==> src/rtl/drlp_pe_pkg.sv <==
`default_nettype none
// ============================================================================
//  Module      : drlp_pe_pkg
//  Description : Shared geometry and feeder FSM encoding for the PE datapath
//                and the window feeder that drives it.
//  Revision    : 1.0  initial release
// ============================================================================
package drlp_pe_pkg;

   localparam int DATA_WIDTH        = 8;
   localparam int ROW_NUM           = 6;
   localparam int COLUMN_NUM        = 6;
   localparam int COLUMN_DATA_WIDTH = DATA_WIDTH * ROW_NUM;
   localparam int TOTAL_IN_WIDTH    = COLUMN_DATA_WIDTH * COLUMN_NUM;
   localparam int IMG_WIDTH_BITS    = 8;

   typedef enum logic [1:0] {
      ST_IDLE = 2'd0,
      ST_FILL = 2'd1,
      ST_RUN  = 2'd2,
      ST_DONE = 2'd3
   } feeder_state_t;

endpackage
`default_nettype wire

==> src/rtl/img_col_shifter.sv <==
`default_nettype none
// ============================================================================
//  Module      : img_col_shifter
//  Description : Column shift register holding the sliding window. Slot 0
//                (LSBs) is the oldest column; new columns enter the top slot.
//  Revision    : 1.0  initial release
// ============================================================================
module img_col_shifter #(
   parameter int COLUMN_DATA_WIDTH = 48,
   parameter int COLUMN_NUM        = 6,
   parameter int TOTAL_IN_WIDTH    = COLUMN_DATA_WIDTH * COLUMN_NUM
) (
   input  logic                         clk,
   input  logic                         clear,
   input  logic                         shift_en,
   input  logic [COLUMN_DATA_WIDTH-1:0] col_in,
   output logic [TOTAL_IN_WIDTH-1:0]    window
);

   logic [TOTAL_IN_WIDTH-1:0] r_window;

   // Shift every slot down one place and load the new column on top.
   always_ff @(posedge clk) begin
      if (clear) begin
         r_window <= '0;
      end else if (shift_en) begin
         r_window <= {col_in, r_window[TOTAL_IN_WIDTH-1:COLUMN_DATA_WIDTH]};
      end
   end

   assign window = r_window;

endmodule
`default_nettype wire

==> src/rtl/img_window_feeder.sv <==
`default_nettype none
// ============================================================================
//  Module      : img_window_feeder
//  Description : Streams image columns into a COLUMN_NUM-wide sliding window
//                and hands complete windows to the PE with valid/ready.
//  Revision    : 1.0  initial release
// ============================================================================
module img_window_feeder #(
   parameter int DATA_WIDTH        = 8,
   parameter int COLUMN_NUM        = 6,
   parameter int ROW_NUM           = 6,
   parameter int COLUMN_DATA_WIDTH = DATA_WIDTH * ROW_NUM,
   parameter int TOTAL_IN_WIDTH    = COLUMN_DATA_WIDTH * COLUMN_NUM
) (
   input  logic                         i_clk,
   input  logic                         i_rst,
   input  logic                         i_start,
   input  logic [7:0]                   i_img_width,
   input  logic                         i_col_valid,
   input  logic [COLUMN_DATA_WIDTH-1:0] i_col_data,
   output logic                         o_col_ready,
   output logic [TOTAL_IN_WIDTH-1:0]    o_img,
   output logic                         o_img_valid,
   input  logic                         i_img_ready,
   output logic                         o_busy,
   output logic                         o_strip_done
);

   import drlp_pe_pkg::*;

   localparam logic [7:0] C_MIN_WIDTH = 8'(COLUMN_NUM);
   localparam logic [7:0] C_LAST_FILL = 8'(COLUMN_NUM - 1);

   feeder_state_t r_state;
   feeder_state_t w_state_nxt;
   logic [7:0]    r_col_cnt;
   logic [7:0]    r_width;
   logic          r_img_valid;
   logic          w_start_ok;
   logic          w_at_end;
   logic          w_col_ready;
   logic          w_accept;
   logic          w_consume;
   logic          w_busy;
   logic          w_strip_done;

   assign w_start_ok = i_start && (i_img_width >= C_MIN_WIDTH);
   assign w_at_end   = (r_col_cnt == r_width);
   assign w_accept   = i_col_valid && w_col_ready;
   assign w_consume  = r_img_valid && i_img_ready;

   // State register.
   always_ff @(posedge i_clk) begin
      if (i_rst) begin
         r_state <= ST_IDLE;
      end else begin
         r_state <= w_state_nxt;
      end
   end

   // Next-state and handshake decode; ready drops once the strip is fully read.
   always_comb begin
      w_state_nxt  = r_state;
      w_col_ready  = 1'b0;
      w_busy       = 1'b1;
      w_strip_done = 1'b0;
      case (r_state)
         ST_IDLE: begin
            w_busy = 1'b0;
            if (w_start_ok) begin
               w_state_nxt = ST_FILL;
            end
         end
         ST_FILL: begin
            w_col_ready = !w_at_end;
            if (w_accept && (r_col_cnt == C_LAST_FILL)) begin
               w_state_nxt = ST_RUN;
            end
         end
         ST_RUN: begin
            w_col_ready = !w_at_end && (!r_img_valid || i_img_ready);
            if (w_consume && w_at_end) begin
               w_state_nxt = ST_DONE;
            end
         end
         ST_DONE: begin
            w_strip_done = 1'b1;
            w_state_nxt  = ST_IDLE;
         end
         default: begin
            w_state_nxt = ST_IDLE;
         end
      endcase
   end

   // Width latch, column counter and window-valid flag.
   always_ff @(posedge i_clk) begin
      if (i_rst) begin
         r_width     <= '0;
         r_col_cnt   <= '0;
         r_img_valid <= 1'b0;
      end else begin
         if ((r_state == ST_IDLE) && w_start_ok) begin
            r_width   <= i_img_width;
            r_col_cnt <= '0;
         end else if (w_accept) begin
            r_col_cnt <= r_col_cnt + 8'd1;
         end
         // Any accept from the last fill column on completes a fresh window.
         if (w_accept && (r_col_cnt >= C_LAST_FILL)) begin
            r_img_valid <= 1'b1;
         end else if (w_consume) begin
            r_img_valid <= 1'b0;
         end
      end
   end

   img_col_shifter #(
      .COLUMN_DATA_WIDTH (COLUMN_DATA_WIDTH),
      .COLUMN_NUM        (COLUMN_NUM),
      .TOTAL_IN_WIDTH    (TOTAL_IN_WIDTH)
   ) u_col_shifter (
      .clk      (i_clk),
      .clear    (i_rst),
      .shift_en (w_accept),
      .col_in   (i_col_data),
      .window   (o_img)
   );

   assign o_col_ready  = w_col_ready;
   assign o_img_valid  = r_img_valid;
   assign o_busy       = w_busy;
   assign o_strip_done = w_strip_done;

endmodule
`default_nettype wire

==> config.mk <==
export PLATFORM = sky130hd
export DESIGN_NAME = img_window_feeder
export DESIGN_NICKNAME = d
export VERILOG_FILES = /design/src/rtl/drlp_pe_pkg.sv /design/src/rtl/img_col_shifter.sv /design/src/rtl/img_window_feeder.sv
export SDC_FILE = /design/constraint.sdc
export NUM_CORES = 1
export LEC_CHECK = 0
export CORE_MARGIN = 4
export CORE_UTILIZATION = 40
export DETAILED_ROUTE_END_ITERATION = 10
export PLACE_DENSITY = 0.77
export SYNTH_ARGS = -nofsm -noshare
export SYNTH_HDL_FRONTEND = slang
export SYNTH_SLANG_ARGS = --single-unit
==> constraint.sdc <==
create_clock -name i_clk -period 1.95 [get_ports i_clk]
set_clock_uncertainty 0.05 [all_clocks]
set_input_delay 0.39 -clock i_clk [delete_from_list [all_inputs] [get_ports i_clk]]
set_output_delay 0.39 -clock i_clk [all_outputs]
set_load 0.05 [all_outputs]
==> impl_metrics.json, run 1 <==
{
  "grt_pass1_vias": 10500,
  "dpl_worst_slack_ps": -245,
  "nFillCells": 2075,
  "slew_viol_final": 0,
  "power_w": 0.0171,
  "die_h_um": 174,
  "synth-compound-area-share_pct": 15.0,
  "crit_fanout": 3,
  "wl_mm": 39.4,
  "antenna_found_initial": 2,
  "post-route-period-util_pct": 116,
  "core_area_um2": 27000,
  "synthAdderAreaFrac_pct": 0.914,
  "routedWlPerCell_um": 18.2,
  "final-seq-area_um2": 6160,
  "yosysSeqAreaShare_pct": 56.1,
  "maxSlewHeadroom_pct": 52.1,
  "period_minus_slack_ps": 2270,
  "grt_pass1_wl_mm": 58.9,
  "yosys.area_share.simple_pct": 22.2,
  "ant_nets": 0,
  "syn_inst": 1384,
  "synth_area_per_cell_um2": 7.92,
  "cts.clk_slew.worst_paths_ps": 70,
  "muxShareOfSynthArea_pct": 0.365,
  "violations": "setup timing",
  "hpwl_mm": 24.5,
  "die_w_um": 174,
  "swShare_pct": 26.9,
  "die_area_um2": 30100,
  "drc": 0,
  "cts_buffers": 31,
  "ios": 353,
  "cts_sinks": 307,
  "hold_class": "in2reg",
  "multi_input_area_um2": 4780,
  "clockRootBuffer": "clkbuf_16",
  "vias": 11200,
  "num_antenna_cells": 0,
  "h-tree-depth": 1,
  "worst_slack_ps": -317,
  "intPower_w": 0.0125,
  "power_frac_seq_pct": 38.2,
  "crit_path_start_kind": "register",
  "cts_tree": "built",
  "rsz0062_at_grt": "yes",
  "path_class": "reg2out",
  "maxCapViolations": 0,
  "p_leak_nw": 7.09,
  "drive_above_1_share_pct": 29.6,
  "hold_viol": 0,
  "power.clock.fraction_pct": 38.6,
  "synth_top_family_by_area": "simple AND/OR/NAND/NOR gates",
  "ir_drop_uv": 791,
  "setup_violations": 300,
  "timing.setup.tns_ps": -56340,
  "status": "finished with violations",
  "ys_warn_count": 0,
  "switchingPower_w": 0.00460,
  "synth.top_cell.area_share_pct": 56.1,
  "grt_max_degree": 99,
  "vias_per_cell": 5.15,
  "synth_xor_area_share_pct": 0.719,
  "comb_power_share_pct": 23.1,
  "syn_area_um2": 11000,
  "fmaxAchievable_mhz": 441,
  "ys_types": 34,
  "globalplace.congestion": 0.862,
  "cts.path.max_buffers": 3,
  "worstPathArrival_ps": 1830,
  "ys_seq_elements": 307,
  "overflow": 0,
  "p_per_area_nw_per_um2": 960,
  "synth_top_area_cell": "dfxtp_1",
  "synth.net_count": 1453,
  "clock_latency_ps": 550,
  "worstRegToRegCells": 12,
  "hold_path_depth": 2,
  "hold_slack_ps": 287,
  "worstMarginPinSlew_ps": 718,
  "crit_path_end_kind": "output port",
  "grt_use_total_pct": 23.8,
  "start_util_pct": 40.7,
  "area_growth_pct": 62.4,
  "synth_area_leaders": "dfxtp_1 (56%), nand2_1 (21%), a21oi_1 (14%), buf_2 (2.3%), clkbuf_1 (1.4%)",
  "io_buffers": 352,
  "fp-row-count": 60,
  "dr.pass1.iters": 5,
  "nNetsFinal": 1870,
  "required_ps": 1510,
  "drt-initial-drc-count": 947
}
[metrics by stage]
stage	instance area (um^2)	cells	utilization (%)
after detailed placement	14700	2037	54.5
after global placement	14700	2037	54.5
after global routing	17800	2167	66.0
after floorplan	11000	1384	-
final	17800	2167	66.0
after CTS	17000	2151	63.2
[cells in the mapped netlist]
master and instances:
or4_1 3, nand3_1 3, nor2b_1 2, nand4_1 1, a221oi_2 1, and3_1 1, o21ai_4 1, nor2_2 1
o211a_1 1, o21bai_1 1, xnor2_1 9, or3_1 3, o2111ai_1 1, o211ai_4 1, clkbuf_1 40, o31ai_1 3
nand4_2 2, buf_4 9, a21oi_1 304, buf_2 51, dfxtp_1 307, mux2i_1 4, inv_1 9, o21ai_0 2
nor4_1 1, buf_1 1, nand2_1 602, ha_1 8, nor2_1 5, or4_4 1, o21a_1 1, a211oi_1 1
or2_2 1, nand2b_1 3
[power by group through the flow]
| stage | logic [W] | registers [W] | clock network, W |
|---|---|---|---|
| after floorplan | 0.00117 | 0.00693 | 0 |
| final | 0.00395 | 0.00653 | 0.00659 |
| after global placement | 0.00240 | 0.00665 | 0 |
| after global routing | 0.00416 | 0.00654 | 0.00695 |
| after detailed placement | 0.00243 | 0.00665 | 0 |
| after CTS | 0.00360 | 0.00652 | 0.00666 |
[final timing paths]
check | from | endpoint | slack (ps)
worst max-delay path | r_state[0] | o_col_ready | -320
worst min-delay path | i_rst | u_col_shifter.window[146] | 290
worst max register to register | r_state[0] | u_col_shifter.window[229] | -280
worst min register to register | u_col_shifter.window[46] | u_col_shifter.window[46] | 400
[cell type report]
type	count	area share (%)
sequential	307	34.6
timing repair buffer	485	29.5
multi-input combinational	967	26.9
clock buffer	42	4.99
tap	341	2.40
clock inverter	16	1.47
inverter	9	0.204
[placed cells by master (no fill, tap or decap), drive strengths merged, types with 8 or more instances in the layout]
cell type,n
clkbuf,51
ha,8
nand2,602
inv,10
xnor2,9
dlygate4sd2,77
dfxtp,307
a21oi,304
clkdlybuf4s50,59
buf,334
[flip-flops by register name, indices dropped and copies added (netlist names)]
| signal | flops |
|---|---|
| o_img_valid | 1 |
| u_col_shifter.window | 288 |
| r_state | 2 |
| r_width | 8 |
| r_col_cnt | 8 |
[critical path: stages, from the launching register on]
cell,delay (ps)
dfxtp_2,360
inv_4,60
ha_4,290
nand2_4,60
o21ai_4,150
o21a_1,210
buf_12,150
[metal layers]
| layer | track usage (%) | part of all wire, % | up-vias |
|---|---|---|---|
| met5 | 0 | 0.061 | - |
| met3 | 4.17 | 6.2 | 117 |
| met2 | 39.1 | 47 | 428 |
| li1 | - | - | 5336 |
| met4 | 10.8 | 5.4 | 4 |
| met1 | 30.8 | 41 | 5279 |
[timing repair]
action / CTS / global route
pin swaps: 11 / 12
gates cloned: 28 / 10
endpoints found under the setup margin: 348 / 324
gates resized for setup: 159 / 112
hold buffers: 0 / 0
buffers inserted: 28 / 8
[cells by family after synthesis]
group,Yosys count
AND/OR/NAND/NOR,629
AO/OA/AOI/OAI,317
flip-flops,307
buffers and inverters,110
XOR/XNOR,9
adder cells (fa/ha/maj),8
multiplexers,4
(Power assumes the default switching activity.)
==> run 2: changes to the inputs <==
Settings changed: CORE_ASPECT_RATIO from default to 0.8.
==> run 2 against run 1 <==
Effect of this change: the flow still finishes with violations (setup timing); design area decreased by 5.5%; first-iteration DRC count decreased by 9.9%; sequential power about the same; critical path type unchanged; largest cell class unchanged; highest routed layer is now met4.
==> impl_metrics.json, run 2 (same netlist as run 1, synthesis figures left out) <==
{
  "maxSlewHeadroom_pct": 65.4,
  "grt_use_total_pct": 24.3,
  "period_minus_slack_ps": 2210,
  "crit_path_start_kind": "register",
  "swShare_pct": 27.6,
  "h-tree-depth": 1,
  "globalplace.congestion": 0.879,
  "num_antenna_cells": 0,
  "layout_common_cells": "nand2_1 (599), dfxtp_1 (298), a21oi_1 (288), buf_4 (279), clkdlybuf4s50_1 (59)",
  "critPathMaxStageDelay_ps": 350,
  "cts_buffers": 30,
  "maxCapViolations": 0,
  "drive_above_1_share_pct": 25.0,
  "p_leak_nw": 6.67,
  "die_w_um": 193,
  "worst_slack_ps": -258,
  "dpl_worst_slack_ps": -217,
  "timing.setup.tns_ps": -16880,
  "start_util_pct": 41.2,
  "intPower_w": 0.0117,
  "cts_tree": "built",
  "power_frac_seq_pct": 40.4,
  "fp-row-count": 53,
  "io_buffers": 352,
  "crit_path_end_kind": "output port",
  "post-route-period-util_pct": 113,
  "cts.clk_slew.worst_paths_ps": 60,
  "die_h_um": 156,
  "area_growth_pct": 53.4,
  "status": "finished with violations",
  "worstMarginPinSlew_ps": 522,
  "rsz0062_at_grt": "yes",
  "violations": "setup timing",
  "cp_slowest_cell": "dfxtp_2",
  "grt_pass1_wl_mm": 58.8,
  "nNetsFinal": 1844,
  "grt_pass1_vias": 10200,
  "hpwl_mm": 25.9,
  "switchingPower_w": 0.00446,
  "clockRootBuffer": "clkbuf_16",
  "comb_power_share_pct": 22.2,
  "setup_violations": 284,
  "overflow": 0,
  "fmaxAchievable_mhz": 453,
  "dr.pass1.iters": 5,
  "vias_per_cell": 5.11,
  "die_area_um2": 30100,
  "crit_fanout": 3,
  "final_common_cell": "nand2_1",
  "ios": 353,
  "cts.path.max_buffers": 3,
  "largest_reg_flops": 288,
  "worstRegToRegCells": 11,
  "hold_viol": 0,
  "drt-initial-drc-count": 853,
  "path_cells": "inv_4 -> ha_4 -> nand2_4 -> o21ai_4 -> o21a_1 -> buf_12",
  "ir_drop_uv": 862,
  "wl_mm": 39.1,
  "cts_sinks": 307,
  "hold_class": "in2reg",
  "path_class": "reg2out",
  "grt_max_degree": 72,
  "slew_viol_final": 0,
  "routedWlPerCell_um": 18.2,
  "vias": 11000,
  "drc": 0,
  "antenna_found_initial": 0,
  "ant_nets": 0,
  "power.clock.fraction_pct": 37.4,
  "required_ps": 1510,
  "hold_buffers": 0,
  "p_per_area_nw_per_um2": 963,
  "core_area_um2": 26600,
  "worstPathArrival_ps": 1770,
  "hold_path_depth": 2,
  "clock_latency_ps": 560
}
-- run 2: cell count changes in the layout (fill, tap and decap cells not counted), moves of 13 or more --
cell,delta
nand2_2,-24
buf_16,-13
a21oi_1,+63
dlygate4sd2_1,-24
a21oi_2,-63
nand2_1,+24
buf_4,+25
-- run 2: stage by stage --
| stage | total power, W | hold WS, ps | utilization, % | instances | cell area, um^2 |
|---|---|---|---|---|---|
| finish | 0.0162 | 166 | 63.2 | 2151 | 16800 |
| detailed placement | 0.00909 | 397 | 54.8 | 2044 | 14600 |
| global placement | 0.00905 | 391 | 54.8 | 2044 | 14600 |
| CTS | 0.0160 | 160 | 62.0 | 2135 | 16500 |
| floorplan | 0.00810 | 399 | - | 1384 | 11000 |
| global route | 0.0167 | 182 | 63.2 | 2151 | 16800 |
-- run 2: path summary, 6_finish.rpt --
kind	slack, ps	start	to
worst min register to register	400	u_col_shifter.window[29]	u_col_shifter.window[29]
worst max-delay path	-260	r_state[0]	o_col_ready
worst min-delay path	170	i_rst	u_col_shifter.window[41]
worst max register to register	-150	r_state[0]	u_col_shifter.window[166]
-- run 2: worst max-delay path: cells and delay by family (launching register included) --
family | cells | cell delay [ps]
simple gates | 1 | 50
buf+inv | 2 | 200
flops | 1 | 350
compound gates | 2 | 320
fa+ha+maj | 1 | 290
-- run 2: repair_timing --
action / CTS / global route
setup buffers: 20 / 15
resized for setup: 103 / 41
gates cloned: 20 / 2
endpoints found under the setup margin: 223 / 315
pin swaps: 6 / 8
-- run 2: final cells by class --
class                      count  area [um^2]
clock inverter                11          200
tap                          357          447
clock buffer                  40          828
inverter                       9         36.3
multi-input combinational    968         4530
timing repair buffer         459         4600
fill                        2211         9780
sequential                   307         6170
-- run 2: layer usage --
| layer | routed length (um) | track usage [%] |
|---|---|---|
| met5 | 0 | 0 |
| met1 | 17300 | 35.7 |
| met4 | 1520 | 8.29 |
| met2 | 17200 | 36.3 |
| met3 | 3020 | 3.96 |
-- run 2: power by group through the flow --
stage                     registers [W]  logic [W]  clock network [W]
after global routing            0.00655    0.00377            0.00640
after CTS                       0.00653    0.00335            0.00614
final                           0.00654    0.00359            0.00605
after floorplan                 0.00693    0.00117                  0
after global placement          0.00666    0.00239                  0
after detailed placement        0.00666    0.00243                  0
